**src/rtl/interleaved_fifo_ctrl.sv**
```systemverilog
// Two-bank interleaved FIFO controller. Even entries live in bank 0 and odd
// entries in bank 1, so a push to one bank and a read of the other can share
// a cycle. A 4-entry prefetch buffer hides the 2-cycle RAM read latency.
module interleaved_fifo_ctrl #(
  parameter int DATA_WIDTH    = 8,
  parameter int FIFO_DEPTH    = 512,
  parameter int BANK_DEPTH    = FIFO_DEPTH / 2,
  parameter int LB_BANK_DEPTH = $clog2(BANK_DEPTH)
) (
  input  logic                            clk,
  input  logic                            rst,
  input  logic [DATA_WIDTH-1:0]           in_data,
  input  logic                            in_valid,
  output logic                            in_ready,
  output logic [DATA_WIDTH-1:0]           out_data,
  output logic                            out_valid,
  input  logic                            out_ready,
  output logic [$clog2(FIFO_DEPTH+4):0]   count,
  output logic [DATA_WIDTH-1:0]           ram0_din,
  output logic [LB_BANK_DEPTH-1:0]        ram0_addr,
  output logic                            ram0_wr_en,
  input  logic [DATA_WIDTH-1:0]           ram0_dout,
  output logic [DATA_WIDTH-1:0]           ram1_din,
  output logic [LB_BANK_DEPTH-1:0]        ram1_addr,
  output logic                            ram1_wr_en,
  input  logic [DATA_WIDTH-1:0]           ram1_dout
);
  localparam int PW = LB_BANK_DEPTH + 1;          // pointer width
  localparam int AW = LB_BANK_DEPTH + 2;          // ram_avail width (0..FIFO_DEPTH)
  localparam int CW = $clog2(FIFO_DEPTH + 4) + 1; // count width

  logic [PW-1:0]         wr_ptr, rd_ptr;
  logic [AW-1:0]         ram_avail;
  logic [1:0]            inf_vld, inf_bank;       // in-flight read shift register
  logic [DATA_WIDTH-1:0] pbuf [4];
  logic [1:0]            head, tail;
  logic [2:0]            occ, inflight_cnt;
  logic                  read_issue, push, pop, cap;
  logic [DATA_WIDTH-1:0] cap_data;

  logic [1:0][LB_BANK_DEPTH-1:0] addr_q, addr_d;
  logic [1:0][DATA_WIDTH-1:0]    din_q, din_d;
  logic [1:0]                    we_d;

  // Reads are issued purely from registered state so the issue decision never
  // combinationally depends on the stream handshakes.
  assign inflight_cnt = {2'b0, inf_vld[0]} + {2'b0, inf_vld[1]};
  assign read_issue   = !rst && (ram_avail != '0) && ((occ + inflight_cnt) < 3'd4);
  // A same-bank collision gives the read priority; the push retries next cycle.
  assign in_ready     = !rst && (ram_avail < AW'(FIFO_DEPTH))
                        && !(read_issue && (rd_ptr[0] == wr_ptr[0]));
  assign push         = in_valid && in_ready;
  assign out_valid    = !rst && (occ != 3'd0);
  assign out_data     = pbuf[head];
  assign pop          = out_valid && out_ready;
  assign cap          = inf_vld[1];
  assign cap_data     = inf_bank[1] ? ram1_dout : ram0_dout;

  // Per-bank port steering: read, write, or hold the previous address/data.
  always_comb begin
    for (int b = 0; b < 2; b++) begin
      addr_d[b] = addr_q[b];
      din_d[b]  = din_q[b];
      we_d[b]   = 1'b0;
      if (rst) begin
        addr_d[b] = '0;
        din_d[b]  = '0;
      end else if (read_issue && (rd_ptr[0] == 1'(b))) begin
        addr_d[b] = rd_ptr[PW-1:1];
      end else if (push && (wr_ptr[0] == 1'(b))) begin
        addr_d[b] = wr_ptr[PW-1:1];
        din_d[b]  = in_data;
        we_d[b]   = 1'b1;
      end
    end
  end

  assign ram0_addr  = addr_d[0];
  assign ram0_din   = din_d[0];
  assign ram0_wr_en = we_d[0];
  assign ram1_addr  = addr_d[1];
  assign ram1_din   = din_d[1];
  assign ram1_wr_en = we_d[1];

  // Remember last bank address/data so idle banks see stable inputs.
  always_ff @(posedge clk) begin
    if (rst) begin
      addr_q <= '0;
      din_q  <= '0;
    end else begin
      addr_q <= addr_d;
      din_q  <= din_d;
    end
  end

  // Pointers, RAM occupancy, in-flight tracking, buffer indices and count.
  always_ff @(posedge clk) begin
    if (rst) begin
      wr_ptr    <= '0;
      rd_ptr    <= '0;
      ram_avail <= '0;
      inf_vld   <= '0;
      inf_bank  <= '0;
      head      <= '0;
      tail      <= '0;
      occ       <= '0;
      count     <= '0;
    end else begin
      if (push)       wr_ptr <= wr_ptr + PW'(1);
      if (read_issue) rd_ptr <= rd_ptr + PW'(1);
      ram_avail <= ram_avail + AW'(push) - AW'(read_issue);
      inf_vld   <= {inf_vld[0], read_issue};
      inf_bank  <= {inf_bank[0], rd_ptr[0]};
      if (cap) tail <= tail + 2'd1;
      if (pop) head <= head + 2'd1;
      occ   <= occ + 3'(cap) - 3'(pop);
      count <= count + CW'(push) - CW'(pop);
    end
  end

  // Prefetch buffer storage; contents are don't-care until captured.
  always_ff @(posedge clk) begin
    if (cap) pbuf[tail] <= cap_data;
  end

endmodule

```
**config.mk**
```make
export PLATFORM = sky130hd
export DESIGN_NAME = interleaved_fifo_ctrl
export DESIGN_NICKNAME = d
export VERILOG_FILES = /design/src/rtl/interleaved_fifo_ctrl.sv
export SDC_FILE = /design/constraint.sdc
export NUM_CORES = 1
export LEC_CHECK = 0
export CAP_MARGIN = 0
export CORE_AREA = 4 4 108 187
export DETAILED_ROUTE_END_ITERATION = 12
export DIE_AREA = 0 0 112 191
export SLEW_MARGIN = 20
export SYNTH_ARGS = -nofsm -noshare
export SYNTH_HDL_FRONTEND = slang
export SYNTH_SLANG_ARGS = --single-unit
```
**constraint.sdc**
```tcl
create_clock -name clk -period 4.63 [get_ports clk]
set_input_delay 0.463 -clock clk [delete_from_list [all_inputs] [get_ports clk]]
set_output_delay 0.463 -clock clk [all_outputs]
set_load 0.03 [all_outputs]
```
==> out/results.txt <==
Result of the run -> completed
Core Box Area -> 0.0186 mm^2
Most crowded layer after global routing -> met2
HP Start -> inf_bank[0]$_SDFF_PP0_
Hpwl dp -> 9280 um
Pin count of the biggest net entering global routing -> 64
Die height -> 191 um
Post-CTS setup buffer count -> 0
Gate count of the mapped netlist -> 545
Effective utilization at floorplan -> 29.7%
Total Neg Setup Slack -> 0 ns
Number of search-and-repair iterations in the first detailed-routing pass -> 4
Critical path arrival -> 3.78 ns
Netlist area before placement -> 0.00552 mm^2
Proportion of netlist area held by the largest area contributor -> 30.5%
Number of antenna violations at the first check in global routing -> 0
Hold buffer count at cts -> 0
Placement row count -> 66
Setup repair after global routing missed its margin -> false
Final Hold Fails -> 0
Maxcap violations -> 0
Floorplan die area -> 0.0214 mm^2
Endpoint kind of the worst setup timing path -> output pin
Total I/O pin count -> 83
Standby leakage power -> 2.73 nW
Slew at the pin closest to its max-slew limit -> 0.696 ns
First-pass GRT wire length -> 20400 um
Via density per instance -> 4.58
Number of nets with antenna violations after routing -> 0
Fraction of layout cells with a size suffix above 1 -> 9.06%
Reg-to-reg slack, setup -> 0.92 ns
Top achievable clock speed -> 236 MHz
IO Port Bufs -> 82
Terminus of the critical flop-to-flop path -> count[8]$_SDFF_PP0_
Post-cts repair resize count -> 0
Max rail drop VDD -> 0.281 mV
Reg2reg start -> occ[0]$_SDFF_PP0_
Clk buf depth -> 2
Commonest cells in the synthesized netlist -> 84 x sky130_fd_sc_hd__dfxtp_1, 69 x sky130_fd_sc_hd__nor2_1, 45 x sky130_fd_sc_hd__nand2_1, 35 x sky130_fd_sc_hd__inv_1, 34 x sky130_fd_sc_hd__ha_1
Post-synthesis sequential element count -> 116
Total CTS buffers -> 17
Count of different cell masters after synthesis -> 50
Clock tree from TritonCTS -> yes
Required time of the worst setup path -> 4.17 ns
Routed len/inst -> 14.0 um
Critical path fanouts, max -> 12
Insertion delay to the later sink of the worst-skew pair -> 0.41 ns
Slew Limit Headroom -> 53.4%
Element type at the critical path start -> flop
CTS H-tree depth -> 4
Register area share after synthesis -> 47.9%
Startpoint of the most critical setup path -> occ[0]$_SDFF_PP0_
Ratio of final minimum period to clock period -> 91.6%
Crit Path Class -> reg2out
Clock root cell -> sky130_fd_sc_hd__clkbuf_16
Largest cells by area after synthesis -> sky130_fd_sc_hd__dfxtp_1 30%, sky130_fd_sc_hd__edfxtp_1 17%, sky130_fd_sc_hd__ha_1 7.7%, sky130_fd_sc_hd__mux2i_1 4.7%, sky130_fd_sc_hd__nor2_1 4.7%
Met1 demand-to-capacity share in global routing -> 12.4%
Final worst clock skew -> 0.00849 ns
Violation count after the first detailed-route iteration -> 127
Global route total overflow -> 0
Post-synth top flop -> sky130_fd_sc_hd__dfxtp_1
Most frequently used cell type in the post-synthesis netlist -> sky130_fd_sc_hd__dfxtp_1
Power density of the placed cells -> 612 mW/mm^2
Tot GR Track Use -> 12.0%
Hold Crit Class -> reg2reg
Yosys warnings -> 0
Critical Path End -> ram0_din[2]
Sinks on the clock net -> 116
Number of failing setup endpoints in the final timing report -> 0
P&R area growth vs syn -> 29.4%
Final period demand of the worst path -> 4.24 ns
Library cell occupying the most area in the post-synthesis netlist -> sky130_fd_sc_hd__dfxtp_1
Average footprint of a synthesized cell -> 10.1 um^2
Antenna Cells -> 0
Number of synthesized flops with an enable pin -> 32
RD Place Congestion -> 0.786
R2R depth -> 16
Number of global-route vias before repair -> 4264
Detailed-route DRC error count -> 0
Die width -> 112 um
Proportion of synthesized flip-flops having asynchronous set or reset -> 0%
Clock transition time at the flip-flop clock pins of the worst setup and hold paths -> 0.06 ns
Global routing usage on met2 -> 22.0%
Final standard cell utilization of the core -> 38.4%
Met3 GRT Util -> 3.83%
Routed via count -> 4024
Net count, final -> 692
Final slew viol count -> 0
Total Routed Length -> 12300 um
Number of filler instances in the final layout -> 1831
Nets in the synthesized netlist -> 610
==> registers in the layout (all words and copies together), names as in the netlist, named ones only <==
name,cells
inf_vld,2
rd_ptr,9
count,11
inf_bank,2
tail,2
wr_ptr,9
ram_avail,10
occ,3
head,2
pbuf,32
din_q,16
addr_q,16
==> cell type report <==
type | instances | area, um^2 | area share [%]
clock buffers | 18 | 439 | 6.15
clock inverters | 14 | 150 | 2.10
inverters | 35 | 131 | 1.84
multi-input cells | 371 | 2630 | 36.9
flip-flops and latches | 116 | 2640 | 37.0
well taps | 238 | 298 | 4.17
repair buffers | 86 | 846 | 11.8
==> per-layer routing <==
| layer | vias up | share of wire (%) |
|---|---|---|
| li1 | 2034 | - |
| met1 | 1888 | 39 |
| met2 | 87 | 54 |
| met3 | 15 | 4.3 |
| met4 | 0 | 2.0 |
| met5 | - | 0 |
==> cell usage in the layout (no fill, tap or decap), types with 25 or more instances in the layout <==
master                             n
sky130_fd_sc_hd__a21oi_1          25
sky130_fd_sc_hd__clkdlybuf4s50_1  81
sky130_fd_sc_hd__dfxtp_1          84
sky130_fd_sc_hd__edfxtp_1         32
sky130_fd_sc_hd__ha_1             34
sky130_fd_sc_hd__inv_1            35
sky130_fd_sc_hd__mux2i_1          26
sky130_fd_sc_hd__nand2_1          45
sky130_fd_sc_hd__nor2_1           69
sky130_fd_sc_hd__o21ai_0          30
==> worst max-delay path: stages, from the launching register on <==
cell and delay, ns:
sky130_fd_sc_hd__dfxtp_1 0.33, sky130_fd_sc_hd__ha_1 0.28, sky130_fd_sc_hd__a21o_1 0.21, sky130_fd_sc_hd__mux2i_1 0.16
sky130_fd_sc_hd__a21oi_2 0.49, sky130_fd_sc_hd__and2b_1 0.65, sky130_fd_sc_hd__buf_4 0.29, sky130_fd_sc_hd__mux2i_1 0.26
sky130_fd_sc_hd__nor2_1 0.06, sky130_fd_sc_hd__clkdlybuf4s50_1 0.62
==> logic make-up after synthesis <==
logic type      Yosys count  synth area share [%]
compound gates           85                  9.27
xor+xnor                 36                  5.71
fa+ha+maj                37                  8.80
buf+inv                  58                  4.42
flops                   116                  47.9
mux                      43                  9.82
simple gates            170                  14.1
==> stage by stage <==
step / hold slack, ns / setup WS (ns) / std cells / area, um^2 / power, W
after floorplan: 0.414 / 1.45 / 545 / 5520 / 0.00265
after global placement: 0.445 / 0.863 / 846 / 6550 / 0.00305
after detailed placement: 0.444 / 0.823 / 846 / 6550 / 0.00310
after CTS: 0.455 / 0.368 / 878 / 7140 / 0.00442
after global routing: 0.491 / 0.164 / 878 / 7140 / 0.00469
final: 0.447 / 0.388 / 878 / 7140 / 0.00437
==> worst min path at each step <==
stage                             endpoint  slack [ns]  cells past startpoint
finish              inf_bank[1]$_SDFF_PP0_        0.45                      1
global route        inf_bank[1]$_SDFF_PP0_        0.49                      1
CTS                 inf_bank[1]$_SDFF_PP0_        0.46                      1
detailed placement  inf_bank[1]$_SDFF_PP0_        0.44                      1
global placement    inf_bank[1]$_SDFF_PP0_        0.44                      1
floorplan           inf_bank[1]$_SDFF_PP0_        0.41                      1
==> report_power, final <==
part           leakage (nW)  switching (W)  internal (W)
Clock                 0.273       0.000483      0.000809
Combinational          1.48       0.000960      0.000780
Sequential            0.975       0.000127       0.00121
Total                  2.73        0.00157       0.00280
(Power assumes the default switching activity.)
